--- config.mk ---
export PLATFORM = sky130hd
export DESIGN_NAME = pipeline_ctrl_flat
export DESIGN_NICKNAME = d
export VERILOG_FILES = /design/src/rtl/pipeline_ctrl_pkg.sv /design/src/rtl/pipeline_ctrl_if.sv /design/src/rtl/pipe_valid_track.sv /design/src/rtl/pipeline_ctrl.sv /design/src/flat_wrapper.sv
export SDC_FILE = /design/constraint.sdc
export NUM_CORES = 1
export LEC_CHECK = 0
export ABC_AREA = 1
export CAP_MARGIN = 20
export CORE_MARGIN = 3
export CORE_UTILIZATION = 42
export DETAILED_ROUTE_END_ITERATION = 8
export PLACE_DENSITY_LB_ADDON = 0.08
export SETUP_SLACK_MARGIN = 0.2
export SLEW_MARGIN = 15
export SYNTH_ARGS = -nofsm -noshare
export SYNTH_HDL_FRONTEND = slang
export SYNTH_HIERARCHICAL = 1
export SYNTH_SLANG_ARGS = --single-unit
--- constraint.sdc ---
create_clock -name CLK -period 2.2 [get_ports CLK]
set_clock_uncertainty 0.05 [all_clocks]
set_input_delay 0.44 -clock CLK [delete_from_list [all_inputs] [get_ports CLK]]
set_output_delay 0.44 -clock CLK [all_outputs]
set_load 0.005 [all_outputs]
--- src/rtl/pipeline_ctrl_pkg.sv ---
// Shared types for the pipeline latch controller: FSM state encoding and latch indices.
// No logic of its own; no latency; no backpressure.
// Latch indices run oldest-last: IF/ID is bit 0, MEM/WB is bit 3.
package pipeline_ctrl_pkg;

    typedef enum logic [1:0] {
        RUN    = 2'd0,
        DRAIN  = 2'd1,
        HALTED = 2'd2
    } pctrl_state_t;

    localparam int IFID  = 0;
    localparam int IDEX  = 1;
    localparam int EXMEM = 2;
    localparam int MEMWB = 3;

endpackage

--- src/rtl/pipeline_ctrl_if.sv ---
// Hazard-unit to latch-controller bundle; PIPE_PERF_EN adds the counter outputs.
// Pure wiring, zero latency.
// No backpressure: every field is a per-cycle level.
interface pipeline_ctrl_if #(
    parameter int NSTAGE = 4
`ifdef PIPE_PERF_EN
    , parameter int PERF_W = 32
`endif
);
    logic              stall;
    logic              flush;
    logic              halttype;
    logic              ihit;
    logic              dmem_req;
    logic              dhit;
    logic              pc_en;
    logic [NSTAGE-1:0] lat_en;
    logic [NSTAGE-1:0] lat_flush;
    logic [NSTAGE-1:0] stage_valid;
    logic              halt;
    logic [1:0]        state_o;
`ifdef PIPE_PERF_EN
    logic [PERF_W-1:0] stall_cnt;
    logic [PERF_W-1:0] flush_cnt;
    logic [PERF_W-1:0] memwait_cnt;

    modport master (
        output stall, flush, halttype, ihit, dmem_req, dhit,
        input  pc_en, lat_en, lat_flush, stage_valid, halt, state_o,
               stall_cnt, flush_cnt, memwait_cnt
    );
    modport slave (
        input  stall, flush, halttype, ihit, dmem_req, dhit,
        output pc_en, lat_en, lat_flush, stage_valid, halt, state_o,
               stall_cnt, flush_cnt, memwait_cnt
    );
`else
    modport master (
        output stall, flush, halttype, ihit, dmem_req, dhit,
        input  pc_en, lat_en, lat_flush, stage_valid, halt, state_o
    );
    modport slave (
        input  stall, flush, halttype, ihit, dmem_req, dhit,
        output pc_en, lat_en, lat_flush, stage_valid, halt, state_o
    );
`endif
endinterface

--- src/rtl/pipe_valid_track.sv ---
// Per-latch valid bits plus the halt token that rides down the pipe with the halt instruction.
// One-cycle update: registered state follows lat_en/lat_flush at each edge.
// Held latches (lat_en=0) keep their bits, which is how freezes are honoured.
module pipe_valid_track #(
    parameter int NSTAGE = 4
) (
    input  logic              clk,
    input  logic              rst_n,
    input  logic              ihit,
    input  logic              tok_load,
    input  logic [NSTAGE-1:0] lat_en,
    input  logic [NSTAGE-1:0] lat_flush,
    output logic [NSTAGE-1:0] stage_valid,
    output logic              tok_last
);
    logic [NSTAGE-1:0] valid_q, valid_d;
    logic [NSTAGE-1:0] tok_q, tok_d, tok_cur;

    always_comb begin
        // A halt decoded this cycle sits in IF/ID now, so it moves on at the same edge.
        tok_cur    = tok_q;
        tok_cur[0] = tok_q[0] | tok_load;
        valid_d    = valid_q;
        tok_d      = tok_q;
        if (lat_en[0]) begin
            valid_d[0] = ihit & ~lat_flush[0];
            tok_d[0]   = 1'b0;
        end else begin
            tok_d[0]   = tok_cur[0];
        end
        for (int i = 1; i < NSTAGE; i++) begin
            if (lat_en[i]) begin
                valid_d[i] = valid_q[i-1] & ~lat_flush[i];
                tok_d[i]   = tok_cur[i-1] & ~lat_flush[i];
            end
        end
    end

    always_ff @(posedge clk or negedge rst_n) begin
        if (!rst_n) begin
            valid_q <= '0;
            tok_q   <= '0;
        end else begin
            valid_q <= valid_d;
            tok_q   <= tok_d;
        end
    end

    assign stage_valid = valid_q;
    assign tok_last    = tok_q[NSTAGE-1];

endmodule

--- src/rtl/pipeline_ctrl.sv ---
// Latch/PC enable controller with halt-drain FSM; PIPE_PERF_EN adds saturating perf counters.
// Enables are combinational from inputs and state; stage_valid/halt update at the next edge.
// Memory wait freezes every latch and the PC; in HALTED all inputs are ignored until reset.
module pipeline_ctrl
    import pipeline_ctrl_pkg::*;
#(
    parameter int NSTAGE = 4
`ifdef PIPE_PERF_EN
    , parameter int PERF_W = 32
`endif
) (
    input  logic            CLK,
    input  logic            nRST,
    pipeline_ctrl_if.slave  bus
);
    pctrl_state_t      state_q, state_d;
    logic              halt_q, halt_d;
    logic              pc_en;
    logic [NSTAGE-1:0] lat_en, lat_flush;
    logic [NSTAGE-1:0] stage_valid;
    logic              mem_wait, tok_load, tok_last;

    assign mem_wait = bus.dmem_req & ~bus.dhit;

    always_comb begin
        state_d   = state_q;
        halt_d    = halt_q;
        pc_en     = 1'b0;
        lat_en    = '0;
        lat_flush = '0;
        tok_load  = 1'b0;
        if (!nRST) begin
            lat_flush = '1;
        end else begin
            case (state_q)
                RUN: begin
                    if (mem_wait) begin
                        lat_en = '0;
                    end else if (bus.flush) begin
                        pc_en            = 1'b1;
                        lat_en           = '1;
                        lat_flush[IFID]  = 1'b1;
                        lat_flush[IDEX]  = 1'b1;
                    end else if (bus.stall) begin
                        lat_en           = '1;
                        lat_en[IFID]     = 1'b0;
                        lat_flush[IDEX]  = 1'b1;
                    end else if (!bus.ihit) begin
                        lat_en           = '1;
                        lat_flush[IFID]  = 1'b1;
                    end else begin
                        pc_en            = 1'b1;
                        lat_en           = '1;
                    end
                    if (bus.halttype && !bus.flush) begin
                        tok_load = 1'b1;
                        state_d  = DRAIN;
                    end
                end
                DRAIN: begin
                    // Fetch is shut off; only older instructions keep moving.
                    lat_flush[IFID] = 1'b1;
                    if (mem_wait) begin
                        lat_en = '0;
                    end else if (bus.stall) begin
                        lat_en          = '1;
                        lat_en[IFID]    = 1'b0;
                        lat_flush[IDEX] = 1'b1;
                    end else begin
                        lat_en = '1;
                    end
                    if (tok_last && lat_en[MEMWB]) begin
                        state_d = HALTED;
                        halt_d  = 1'b1;
                    end
                end
                HALTED: begin
                    state_d = HALTED;
                end
                default: begin
                    state_d = RUN;
                end
            endcase
        end
    end

    always_ff @(posedge CLK or negedge nRST) begin
        if (!nRST) begin
            state_q <= RUN;
            halt_q  <= 1'b0;
        end else begin
            state_q <= state_d;
            halt_q  <= halt_d;
        end
    end

    pipe_valid_track #(.NSTAGE(NSTAGE)) u_track (
        .clk         (CLK),
        .rst_n       (nRST),
        .ihit        (bus.ihit),
        .tok_load    (tok_load),
        .lat_en      (lat_en),
        .lat_flush   (lat_flush),
        .stage_valid (stage_valid),
        .tok_last    (tok_last)
    );

    assign bus.pc_en       = pc_en;
    assign bus.lat_en      = lat_en;
    assign bus.lat_flush   = lat_flush;
    assign bus.stage_valid = stage_valid;
    assign bus.halt        = halt_q;
    assign bus.state_o     = state_q;

`ifdef PIPE_PERF_EN
    logic              active, win_mem, win_flush, win_stall;
    logic [PERF_W-1:0] stall_cnt_q, stall_cnt_d;
    logic [PERF_W-1:0] flush_cnt_q, flush_cnt_d;
    logic [PERF_W-1:0] memwait_cnt_q, memwait_cnt_d;

    always_comb begin
        active    = nRST && (state_q == RUN || state_q == DRAIN);
        win_mem   = active & mem_wait;
        win_flush = active & (state_q == RUN) & ~mem_wait & bus.flush;
        win_stall = active & ~mem_wait & ~win_flush & bus.stall;
        stall_cnt_d   = (win_stall && !(&stall_cnt_q))   ? stall_cnt_q + 1'b1   : stall_cnt_q;
        flush_cnt_d   = (win_flush && !(&flush_cnt_q))   ? flush_cnt_q + 1'b1   : flush_cnt_q;
        memwait_cnt_d = (win_mem   && !(&memwait_cnt_q)) ? memwait_cnt_q + 1'b1 : memwait_cnt_q;
    end

    always_ff @(posedge CLK or negedge nRST) begin
        if (!nRST) begin
            stall_cnt_q   <= '0;
            flush_cnt_q   <= '0;
            memwait_cnt_q <= '0;
        end else begin
            stall_cnt_q   <= stall_cnt_d;
            flush_cnt_q   <= flush_cnt_d;
            memwait_cnt_q <= memwait_cnt_d;
        end
    end

    assign bus.stall_cnt   = stall_cnt_q;
    assign bus.flush_cnt   = flush_cnt_q;
    assign bus.memwait_cnt = memwait_cnt_q;
`endif

endmodule

--- src/flat_wrapper.sv ---
// flat-port wrapper written by rule: the top's interface ports become plain ports
module pipeline_ctrl_flat import pipeline_ctrl_pkg::*;
#(
    parameter int NSTAGE = 4

)
  (CLK, nRST, bus_stall, bus_flush, bus_halttype, bus_ihit, bus_dmem_req, bus_dhit, bus_pc_en, bus_lat_en, bus_lat_flush, bus_stage_valid, bus_halt, bus_state_o);
  pipeline_ctrl_if #(.NSTAGE(NSTAGE)) bus_i ();
  input  logic CLK;
  input  logic nRST;
  input wire logic [$bits(bus_i.stall)-1:0] bus_stall;
  input wire logic [$bits(bus_i.flush)-1:0] bus_flush;
  input wire logic [$bits(bus_i.halttype)-1:0] bus_halttype;
  input wire logic [$bits(bus_i.ihit)-1:0] bus_ihit;
  input wire logic [$bits(bus_i.dmem_req)-1:0] bus_dmem_req;
  input wire logic [$bits(bus_i.dhit)-1:0] bus_dhit;
  output wire logic [$bits(bus_i.pc_en)-1:0] bus_pc_en;
  output wire logic [$bits(bus_i.lat_en)-1:0] bus_lat_en;
  output wire logic [$bits(bus_i.lat_flush)-1:0] bus_lat_flush;
  output wire logic [$bits(bus_i.stage_valid)-1:0] bus_stage_valid;
  output wire logic [$bits(bus_i.halt)-1:0] bus_halt;
  output wire logic [$bits(bus_i.state_o)-1:0] bus_state_o;
  assign bus_i.stall = bus_stall;
  assign bus_i.flush = bus_flush;
  assign bus_i.halttype = bus_halttype;
  assign bus_i.ihit = bus_ihit;
  assign bus_i.dmem_req = bus_dmem_req;
  assign bus_i.dhit = bus_dhit;
  assign bus_pc_en = bus_i.pc_en;
  assign bus_lat_en = bus_i.lat_en;
  assign bus_lat_flush = bus_i.lat_flush;
  assign bus_stage_valid = bus_i.stage_valid;
  assign bus_halt = bus_i.halt;
  assign bus_state_o = bus_i.state_o;
  pipeline_ctrl #(.NSTAGE(NSTAGE)) u_core (.CLK(CLK), .nRST(nRST), .bus(bus_i));
endmodule
Word level (Yosys, flattened, before mapping)
Cells that the tools add are included.
{"block": "classes", "n_eq_ne": 4, "mux": 30, "bitwise_logic": 14, "n_reduce_logical": 6}
{"cell": "4-bit 2-to-1 mux", "n": 6}
{"cell": "1-bit 2-to-1 mux", "n": 15}
{"cell": "2-bit 2-to-1 mux", "n": 6}
{"cell": "1-bit bitwise AND", "n": 8}
{"cell": "4-bit one-hot mux with 2 select lines", "n": 1}
{"cell": "2-bit one-hot mux with 3 select lines", "n": 1}
{"cell": "3-bit AND reduction", "n": 2}
{"cell": "1-bit inverter", "n": 5}
{"cell": "2-bit by 1-bit != test with 1-bit output, second input constant", "n": 2}
{"cell": "2-bit one-hot mux with 2 select lines", "n": 1}
{"cell": "2-bit by 1-bit == test with 1-bit output, second input constant", "n": 1}
{"cell": "2-bit == test, second input constant", "n": 1}
{"cell": "1-bit logical AND", "n": 2}
{"cell": "2-bit zero test", "n": 1}
{"cell": "1-bit zero test", "n": 1}
{"cell": "1-bit OR", "n": 1}
{"block": "totals", "register_bits": 11, "in_bits": 8, "out_inout_bits": 16, "word_cells": 64}

Depth between registers and ports, before layout
Gate-level depths: netlist (run 1).
{"block": "logic_depth", "word_depth": 8, "depth_mapped": 10, "ltp_nobuf": 10}

Modules after synthesis
Netlist (run 1), hierarchy kept.
{"mod": "pipe_valid_track", "n_inst": 1, "cells_each": 38, "area_per_inst_um2": 329.1, "seq_area_each_um2": 200.2}
{"mod": "pipeline_ctrl", "n_inst": 1, "cells_each": 46, "area_per_inst_um2": 310.3, "seq_area_each_um2": 75.1}

Worst setup path after synthesis (run 1)
Ideal clock, no wire load.
{"block": "synth_timing", "path_type": "flip-flop to output port", "from": "reg u_core.state_q[0] (netlist: u_core/bus.state_o[0])", "to": "out bus_lat_en[2]", "arrival_ns": 1.270, "required_ns": 1.710, "slack_ns": 0.440, "path_stages_with_launch": 8, "path_buffers": 1, "cell_sequence": "dfrtp_1 -> inv_1 -> ha_1 -> nor2_1 -> nor2_1 -> nand2_1 -> inv_1 -> buf_4"}
{"block": "synth_between", "elab_chain_len": 3, "word_cells_on_any_way": 4, "cone_classes": "eq/ne (1); mux (2); reduce/logical (1)"}
{"element": "start: declaration", "line": "pipeline_ctrl.sv:16", "rtl": "pctrl_state_t state_q, state_d;"}
{"element": "start signal: assignment", "line": "pipeline_ctrl.sv:92", "rtl": "state_q <= state_d;"}
{"element": "2-bit by 1-bit == test with 1-bit output / 2-bit zero test (equally long branches)", "line": "pipeline_ctrl.sv:35", "rtl": "case (state_q)"}
{"element": "4-bit one-hot mux with 2 select lines *", "line": "pipeline_ctrl.sv:35"}
{"element": "4-bit 2-to-1 mux *", "line": "pipeline_ctrl.sv:32", "rtl": "if (!nRST) begin"}
{"element": "end: declaration", "line": "flat_wrapper.sv:18", "rtl": "output wire logic [$bits(bus_i.lat_en)-1:0] bus_lat_en;"}
Every way passes the cells marked *; elsewhere a longest branch is shown, timed or not.

Worst setup path in the final report (run 1)
{"block": "layout_timing", "from": "reg u_core.state_q[1] (netlist: u_core/bus.state_o[1])", "to": "out bus_lat_en[0]"}
The elaborated chain is that of the path after synthesis.

==> reports/results.txt, run 1 <==
Yosys top cell area share: 0.431
Worst vdd ir: 0.695 mV
Residual antenna-violating net count after detailed routing: 0
Weighted congestion reported at the end of routability-driven placement: 0.866
Tightest slew margin relative to the limit: 0.867
DR iter-0 viols: 7
DP Wirelength: 1180 um
Primary flip-flop cell chosen by synthesis mapping: sky130_fd_sc_hd__dfrtp_1
Largest area contributor in the synthesized netlist: sky130_fd_sc_hd__dfrtp_1
Net count, final: 134
Number of clock sinks: 11
Category of the worst setup path capture point: output pin
CTS tree: built
HP Class: primary input to async pin
Cell type group with the largest total delay on the critical path: flip-flops
P_leak: 0.540 nW
Power density cells: 1070 nW/um^2
Vias in the first global route: 667
Routed via count: 670
CP Data Required Time: 1.71 ns
Remaining DRCs: 0
Detailed-route wire length per cell: 13.0 um
Detailed-route wire length: 1790 um
Maximum number of buffers from clock root to sink: 2
Setup CP Type: flip-flop to output pin
Area overhead of the layout relative to synthesis: 66.3%
Final worst-path cycle share: 0.933
Final std cell area, no fill: 1060 um^2
Number of enable flip-flop cells after synthesis: 0
Largest net degree at the start of global routing: 9
Number of buffers created by CTS: 3
Total of max-cap violations: 0
Total placed instance area: 933 um^2
Leading post-synthesis cells by instance count: 21 x sky130_fd_sc_hd__nand2_1, 18 x sky130_fd_sc_hd__inv_1, 11 x sky130_fd_sc_hd__dfrtp_1
Biggest area contributors in the synthesized netlist: sky130_fd_sc_hd__dfrtp_1 43%, sky130_fd_sc_hd__nand2_1 12%, sky130_fd_sc_hd__inv_1 11%, sky130_fd_sc_hd__nand3_1 6.3%, sky130_fd_sc_hd__ha_1 3.9%
Portion of the post-synthesis area used by sequential elements: 0.431
Via-to-Cell Ratio: 4.86
Worst setup slack after placement: -0.251 ns
Flip-flop and latch area: 277 um^2
Buf+Inv Stages, Crit Path: 3
Initial Utilization: 0.468
Clock root cell: sky130_fd_sc_hd__clkbuf_4
Largest stage delay on the critical path: 0.41 ns
GRT Resource Usage Total: 0.186
Pins Over Slew Limit: 0
Most repeated cell in the gate-level netlist after synthesis: sky130_fd_sc_hd__nand2_1
Highest fanout seen on the critical path: 3
Fraction of final layout cells with drive strength greater than 1: 0.390
Register clock-pin slew on the reported worst setup and hold paths: 0.08 ns
Clock latency on the worst-skew pair: 0.27 ns
CP dominant cell by count: sky130_fd_sc_hd__nor2_4
Standard-cell rows: 13
Unrepaired setup endpoints after global routing: true
First-pass DRT Iterations: 4
Post-synthesis net count: 94
Critical-path cell list: inv_2, ha_4, nor2_4, nor2_4, nand2_2, buf_6, a21oi_4, buf_2
Die height: 45.0 um
Remaining Overflow, GRT: 0
Unique masters post-synth: 16
Die outline area: 2030 um^2
Count of buffers inserted at the top-level ports: 23
Fmax: 487 MHz
Crit path launch type: flip-flop
Slowest cell on crit path: sky130_fd_sc_hd__dfrtp_1
Number of standard cells after synthesis: 84
Global-route wire length before repair: 2730 um
# diodes: 0
Post-synthesis register bit count: 11
CP arrival: 1.56 ns
Width of the chip: 45.0 um
Number of I/O pins: 24
Filler Cell Count: 96
Mean instance size in the synthesized netlist: 7.61 um^2
Total Neg Setup Slack: 0 ns
Final setup fails: 0
Fin Hold WS: 0.105 ns
Minimum setup slack in the final design: 0.147 ns
Antenna violations before repair: 0
Min cycle time layout: 2.05 ns
Yosys warning count: 6
Least-Margin Pin Slew: 0.199 ns
Area used by multi-input combinational logic: 339 um^2
Core ar.: 1370 um^2
Synthesized area: 639 um^2
Status: finished, final reports clean
Final-report hold violation count: 0
Async set or reset register ratio after synthesis: 1.00
CTS H-tree depth: 1
Number of buffers inserted by hold repair at cts: 0
routing by layer:
metal / GRT usage / up-vias / part of all wire
met4: 0.0643 / 0 / 0.0067
met3: 0.0319 / 2 / 0.057
met2: 0.370 / 20 / 0.55
met1: 0.187 / 312 / 0.38
li1: - / 336 / -
met5: 0 / - / 0
kinds of logic (layout without fill, tap and decap cells):
group                    Yosys count  after routing  share of synthesized area
AND/OR/NAND/NOR                   38             38                      0.284
buffers and inverters             23             62                      0.153
AO/OA/AOI/OAI                     10             10                     0.0939
adder cells (fa/ha/maj)            2              2                     0.0391
flip-flops                        11             11                      0.431
worst paths after layout:
| path | to | depth (start not counted) | slack [ns] | from |
|---|---|---|---|---|
| setup / recovery | bus_lat_en[0] | 8 | 0.15 | u_core/bus.state_o[1] |
| hold / removal | u_core/u_track/stage_valid[0] | 2 | 0.10 | nRST |
| setup reg to reg | u_core/u_track/stage_valid[1] | 14 | 0.33 | u_core/bus.state_o[1] |
| hold reg to reg | u_core/bus.halt | 1 | 0.43 | u_core/bus.halt |
| max in group asynchronous | u_core/bus.state_o[0] | 2 | 1.85 | nRST |
| min in group CLK | u_core/bus.halt | 1 | 0.43 | u_core/bus.halt |
placed cells by master, fill, tap and decap left out, types with 3 or more instances in the layout:
cell,instances
sky130_fd_sc_hd__buf_2,5
sky130_fd_sc_hd__inv_1,14
sky130_fd_sc_hd__inv_2,5
sky130_fd_sc_hd__nor2_4,3
sky130_fd_sc_hd__o21ai_0,5
sky130_fd_sc_hd__buf_4,13
sky130_fd_sc_hd__clkdlybuf4s50_1,14
sky130_fd_sc_hd__clkbuf_4,3
sky130_fd_sc_hd__buf_6,4
sky130_fd_sc_hd__nand2_1,19
sky130_fd_sc_hd__dfrtp_1,10
sky130_fd_sc_hd__nand3_1,6
per-stage QoR:
step | total power, W | util | instances
after floorplan | 0.000578 | - | 84
after global placement | 0.000830 | 0.683 | 128
after detailed placement | 0.000838 | 0.683 | 128
after CTS | 0.00105 | 0.746 | 138
after global routing | 0.00123 | 0.778 | 138
final | 0.00114 | 0.778 | 138
state kept, by name (all words and copies together), names as in the netlist:
| name | cells |
|---|---|
| u_core/u_track/stage_valid | 4 |
| u_core/u_track/tok_q | 4 |
| u_core/bus.state_o | 2 |
| u_core/bus.halt | 1 |
worst register-to-register path: stages, from the launching register on:
cell and delay, ns:
sky130_fd_sc_hd__dfrtp_1 0.40, sky130_fd_sc_hd__inv_2 0.08, sky130_fd_sc_hd__ha_4 0.18, sky130_fd_sc_hd__nor2_4 0.12
sky130_fd_sc_hd__nor2_4 0.05, sky130_fd_sc_hd__nand2_2 0.08, sky130_fd_sc_hd__inv_2 0.05, sky130_fd_sc_hd__buf_6 0.12
sky130_fd_sc_hd__buf_4 0.13, sky130_fd_sc_hd__buf_4 0.13, sky130_fd_sc_hd__buf_4 0.15, sky130_fd_sc_hd__inv_1 0.09
sky130_fd_sc_hd__nor2_2 0.05, sky130_fd_sc_hd__nand2_1 0.05, sky130_fd_sc_hd__nand2_1 0.05
power breakdown:
| part | leakage, nW | internal, W | switching (W) | total [W] |
|---|---|---|---|---|
| Combinational | 0.380 | 0.000358 | 0.000308 | 0.000666 |
| Sequential | 0.146 | 0.000277 | 0.0000537 | 0.000331 |
| Clock | 0.0150 | 0.0000700 | 0.0000733 | 0.000143 |
| Total | 0.540 | 0.000705 | 0.000435 | 0.00114 |
repair_timing:
item                       4_1_cts  5_1_grt
setup buffers                    6        0
setup endpoints to repair        9       10
resized for setup               42       15
pin swaps                        4        3
area by class of cell:
cell class	instances	area share
Tap cell	15	0.0176
Clock buffer	4	0.0247
Timing Repair Buffer	38	0.306
Inverter	20	0.0729
Sequential cell	11	0.260
Multi-Input combinational cell	50	0.319
Note: power is estimated with default switching activity, not from simulation.
==> inputs of run 2 (changes only) <==
--- a/constraint.sdc
+++ b/constraint.sdc
@@ -4,2 +4,2 @@
 set_output_delay 0.44 -clock CLK [all_outputs]
-set_load 0.005 [all_outputs]
+set_load 0.01 [all_outputs]
==> run 2 against run 1 <==
Net effect:
- power fell by 4.9%
- sequential power fell by 2%
- via count fell by 4.8%
- die area did not move
- critical path type is now primary input to output pin
- largest power group unchanged
- highest routed layer unchanged
==> reports/results.txt, run 2 (synthesis results as in run 1) <==
Remaining DRCs: 0 (unchanged)
Tightest slew margin relative to the limit: 0.857 (-0.00982)
Highest fanout seen on the critical path: 3 (unchanged)
Clock latency on the worst-skew pair: 0.28 ns (about the same)
CP arrival: 1.50 ns (-0.06 ns)
Proportion of power drawn by flip-flops and latches: 0.299 (+0.009)
CTS H-tree depth: 1 (unchanged)
Least-Margin Pin Slew: 0.215 ns (+0.0154 ns)
First-pass DRT Iterations: 4 (unchanged)
Residual antenna-violating net count after detailed routing: 0 (unchanged)
Detailed-route wire length per cell: 11.6 um (-11%)
Total Neg Setup Slack: 0 ns (unchanged)
Largest net degree at the start of global routing: 9 (unchanged)
Antenna violations before repair: 0 (unchanged)
Fmax: 503 MHz (+3.2%)
Final setup fails: 0 (unchanged)
DP Wirelength: 1220 um (+4.0%)
Crit path launch type: primary input
Setup CP Type: primary input to output pin
P_leak: 0.536 nW (-0.78%)
Standard-cell rows: 13 (unchanged)
Power density cells: 1070 nW/um^2 (+0.15%)
Minimum setup slack in the final design: 0.210 ns (+0.0635 ns)
Filler Cell Count: 107 (+11%)
Net count, final: 134 (unchanged)
Most common library cell in the layout ignoring fill and taps: sky130_fd_sc_hd__nand2_1
Worst setup slack after placement: -0.298 ns (-0.0472 ns)
Unrepaired setup endpoints after global routing: true
Power after layout: 0.00108 W (-4.9%)
Global-route wire length before repair: 2510 um (-8.1%)
GRT Resource Usage Total: 0.171 (-0.0149)
Sw Share: 0.392 (+0.0105)
Sw power: 0.000425 W (-2.3%)
Most used cells in the layout excluding fill and tap cells: 19 x sky130_fd_sc_hd__nand2_1, 15 x sky130_fd_sc_hd__buf_4, 14 x sky130_fd_sc_hd__inv_1
Portion of total power attributed to combinational logic: 0.566 (-0.018)
Min cycle time layout: 1.99 ns (-0.0635 ns)
Weighted congestion reported at the end of routability-driven placement: 0.841 (-2.9%)
Area overhead of the layout relative to synthesis: 57.9%
Final-report hold violation count: 0 (unchanged)
Worst vdd ir: 0.558 mV (-20%)
Number of buffers inserted by hold repair at cts: 0 (unchanged)
Vias in the first global route: 621 (-6.9%)
Status: finished, final reports clean
DR iter-0 viols: 12 (+5)
Clock power frac: 0.135 (+0.009)
Number of clock sinks: 11 (unchanged)
Category of the worst setup path capture point: output pin
Top Layer Used: met4
Pins Over Slew Limit: 0 (unchanged)
Die height: 45.0 um (unchanged)
Initial Utilization: 0.468 (unchanged)
Die outline area: 2030 um^2 (unchanged)
Power Internal: 0.000659 W (-6.5%)
Fin Hold WS: 0.276 ns (+0.171 ns)
Register clock-pin slew on the reported worst setup and hold paths: 0.08 ns (about the same)
Total of max-cap violations: 0 (unchanged)
# diodes: 0 (unchanged)
WL met1: 672 um (-2.3%)
Clock root cell: sky130_fd_sc_hd__clkbuf_4
Count of cells along the worst register-to-register path: 11 (-3)
Remaining Overflow, GRT: 0 (unchanged)
Wire length on met3: 83 um (-19%)
Wire length on met2: 811 um (-18%)
Detailed-route wire length: 1600 um (-11%)
CTS tree: built
Count of buffers inserted at the top-level ports: 23 (unchanged)
HP Class: primary input to async pin
CP Data Required Time: 1.71 ns (about the same)
Via-to-Cell Ratio: 4.62 (-4.8%)
Core ar.: 1370 um^2 (unchanged)
Width of the chip: 45.0 um (unchanged)
Number of buffers created by CTS: 3 (unchanged)
Maximum number of buffers from clock root to sink: 2 (unchanged)
Number of I/O pins: 24 (unchanged)
Routed via count: 638 (-4.8%)
Final worst-path cycle share: 0.904 (-0.0289)
Fraction of final layout cells with drive strength greater than 1: 0.358 (-0.0325)
-- run 2: layer usage --
metal  vias to the layer above  global-route usage
li1                        330                   -
met1                       289               0.202
met2                        15               0.288
met3                         4              0.0239
met4                         0               0.105
met5                         -                   0
-- run 2: power by group through the flow --
| stage | clock, W | sequential, W | combinational (W) |
|---|---|---|---|
| 3_3_place_gp | 0 | 0.000324 | 0.000538 |
| 4_1_cts | 0.000152 | 0.000322 | 0.000565 |
| 3_5_place_dp | 0 | 0.000326 | 0.000548 |
| 6_report | 0.000146 | 0.000324 | 0.000614 |
| 2_1_floorplan | 0 | 0.000341 | 0.000270 |
| 5_1_grt | 0.000159 | 0.000333 | 0.000681 |
-- run 2: worst max-delay path: stages --
cell and delay [ns]:
sky130_fd_sc_hd__clkdlybuf4s50_1 0.41, sky130_fd_sc_hd__nand2_2 0.09, sky130_fd_sc_hd__inv_4 0.05, sky130_fd_sc_hd__nor2_4 0.12, sky130_fd_sc_hd__nand2_2 0.08, sky130_fd_sc_hd__a21oi_2 0.15
sky130_fd_sc_hd__buf_2 0.15
-- run 2: area by class of cell --
cell class,instances,area [um^2],area share
Multi-Input combinational cell,50,302,0.299
Clock buffer,4,26.3,0.0260
Inverter,20,77.6,0.0768
Tap cell,15,18.8,0.0186
Sequential cell,11,275,0.273
Timing Repair Buffer,38,310,0.307
-- run 2: final timing paths --
kind | slack, ns | from | endpoint
min in group CLK | 0.43 | u_core/bus.halt | u_core/bus.halt
worst min-delay path | 0.28 | nRST | u_core/u_track/tok_q[0]
worst min register to register | 0.43 | u_core/bus.halt | u_core/bus.halt
worst max register to register | 0.53 | u_core/bus.state_o[0] | u_core/u_track/stage_valid[1]
worst max-delay path | 0.21 | bus_dmem_req | bus_lat_en[0]
max in group asynchronous | 1.66 | nRST | u_core/u_track/stage_valid[2]
-- run 2: per-stage QoR --
stage | instances | util | cell area [um^2]
3_3_place_gp | 128 | 0.683 | 933
3_5_place_dp | 128 | 0.683 | 933
6_report | 138 | 0.739 | 1010
5_1_grt | 138 | 0.739 | 1010
2_1_floorplan | 84 | - | 639
4_1_cts | 135 | 0.704 | 962
-- run 2: timing repair --
item	in CTS	in global routing
endpoints found under the setup margin	9	8
gates resized for setup	37	9
buffers inserted	3	3
pin swaps	2	4
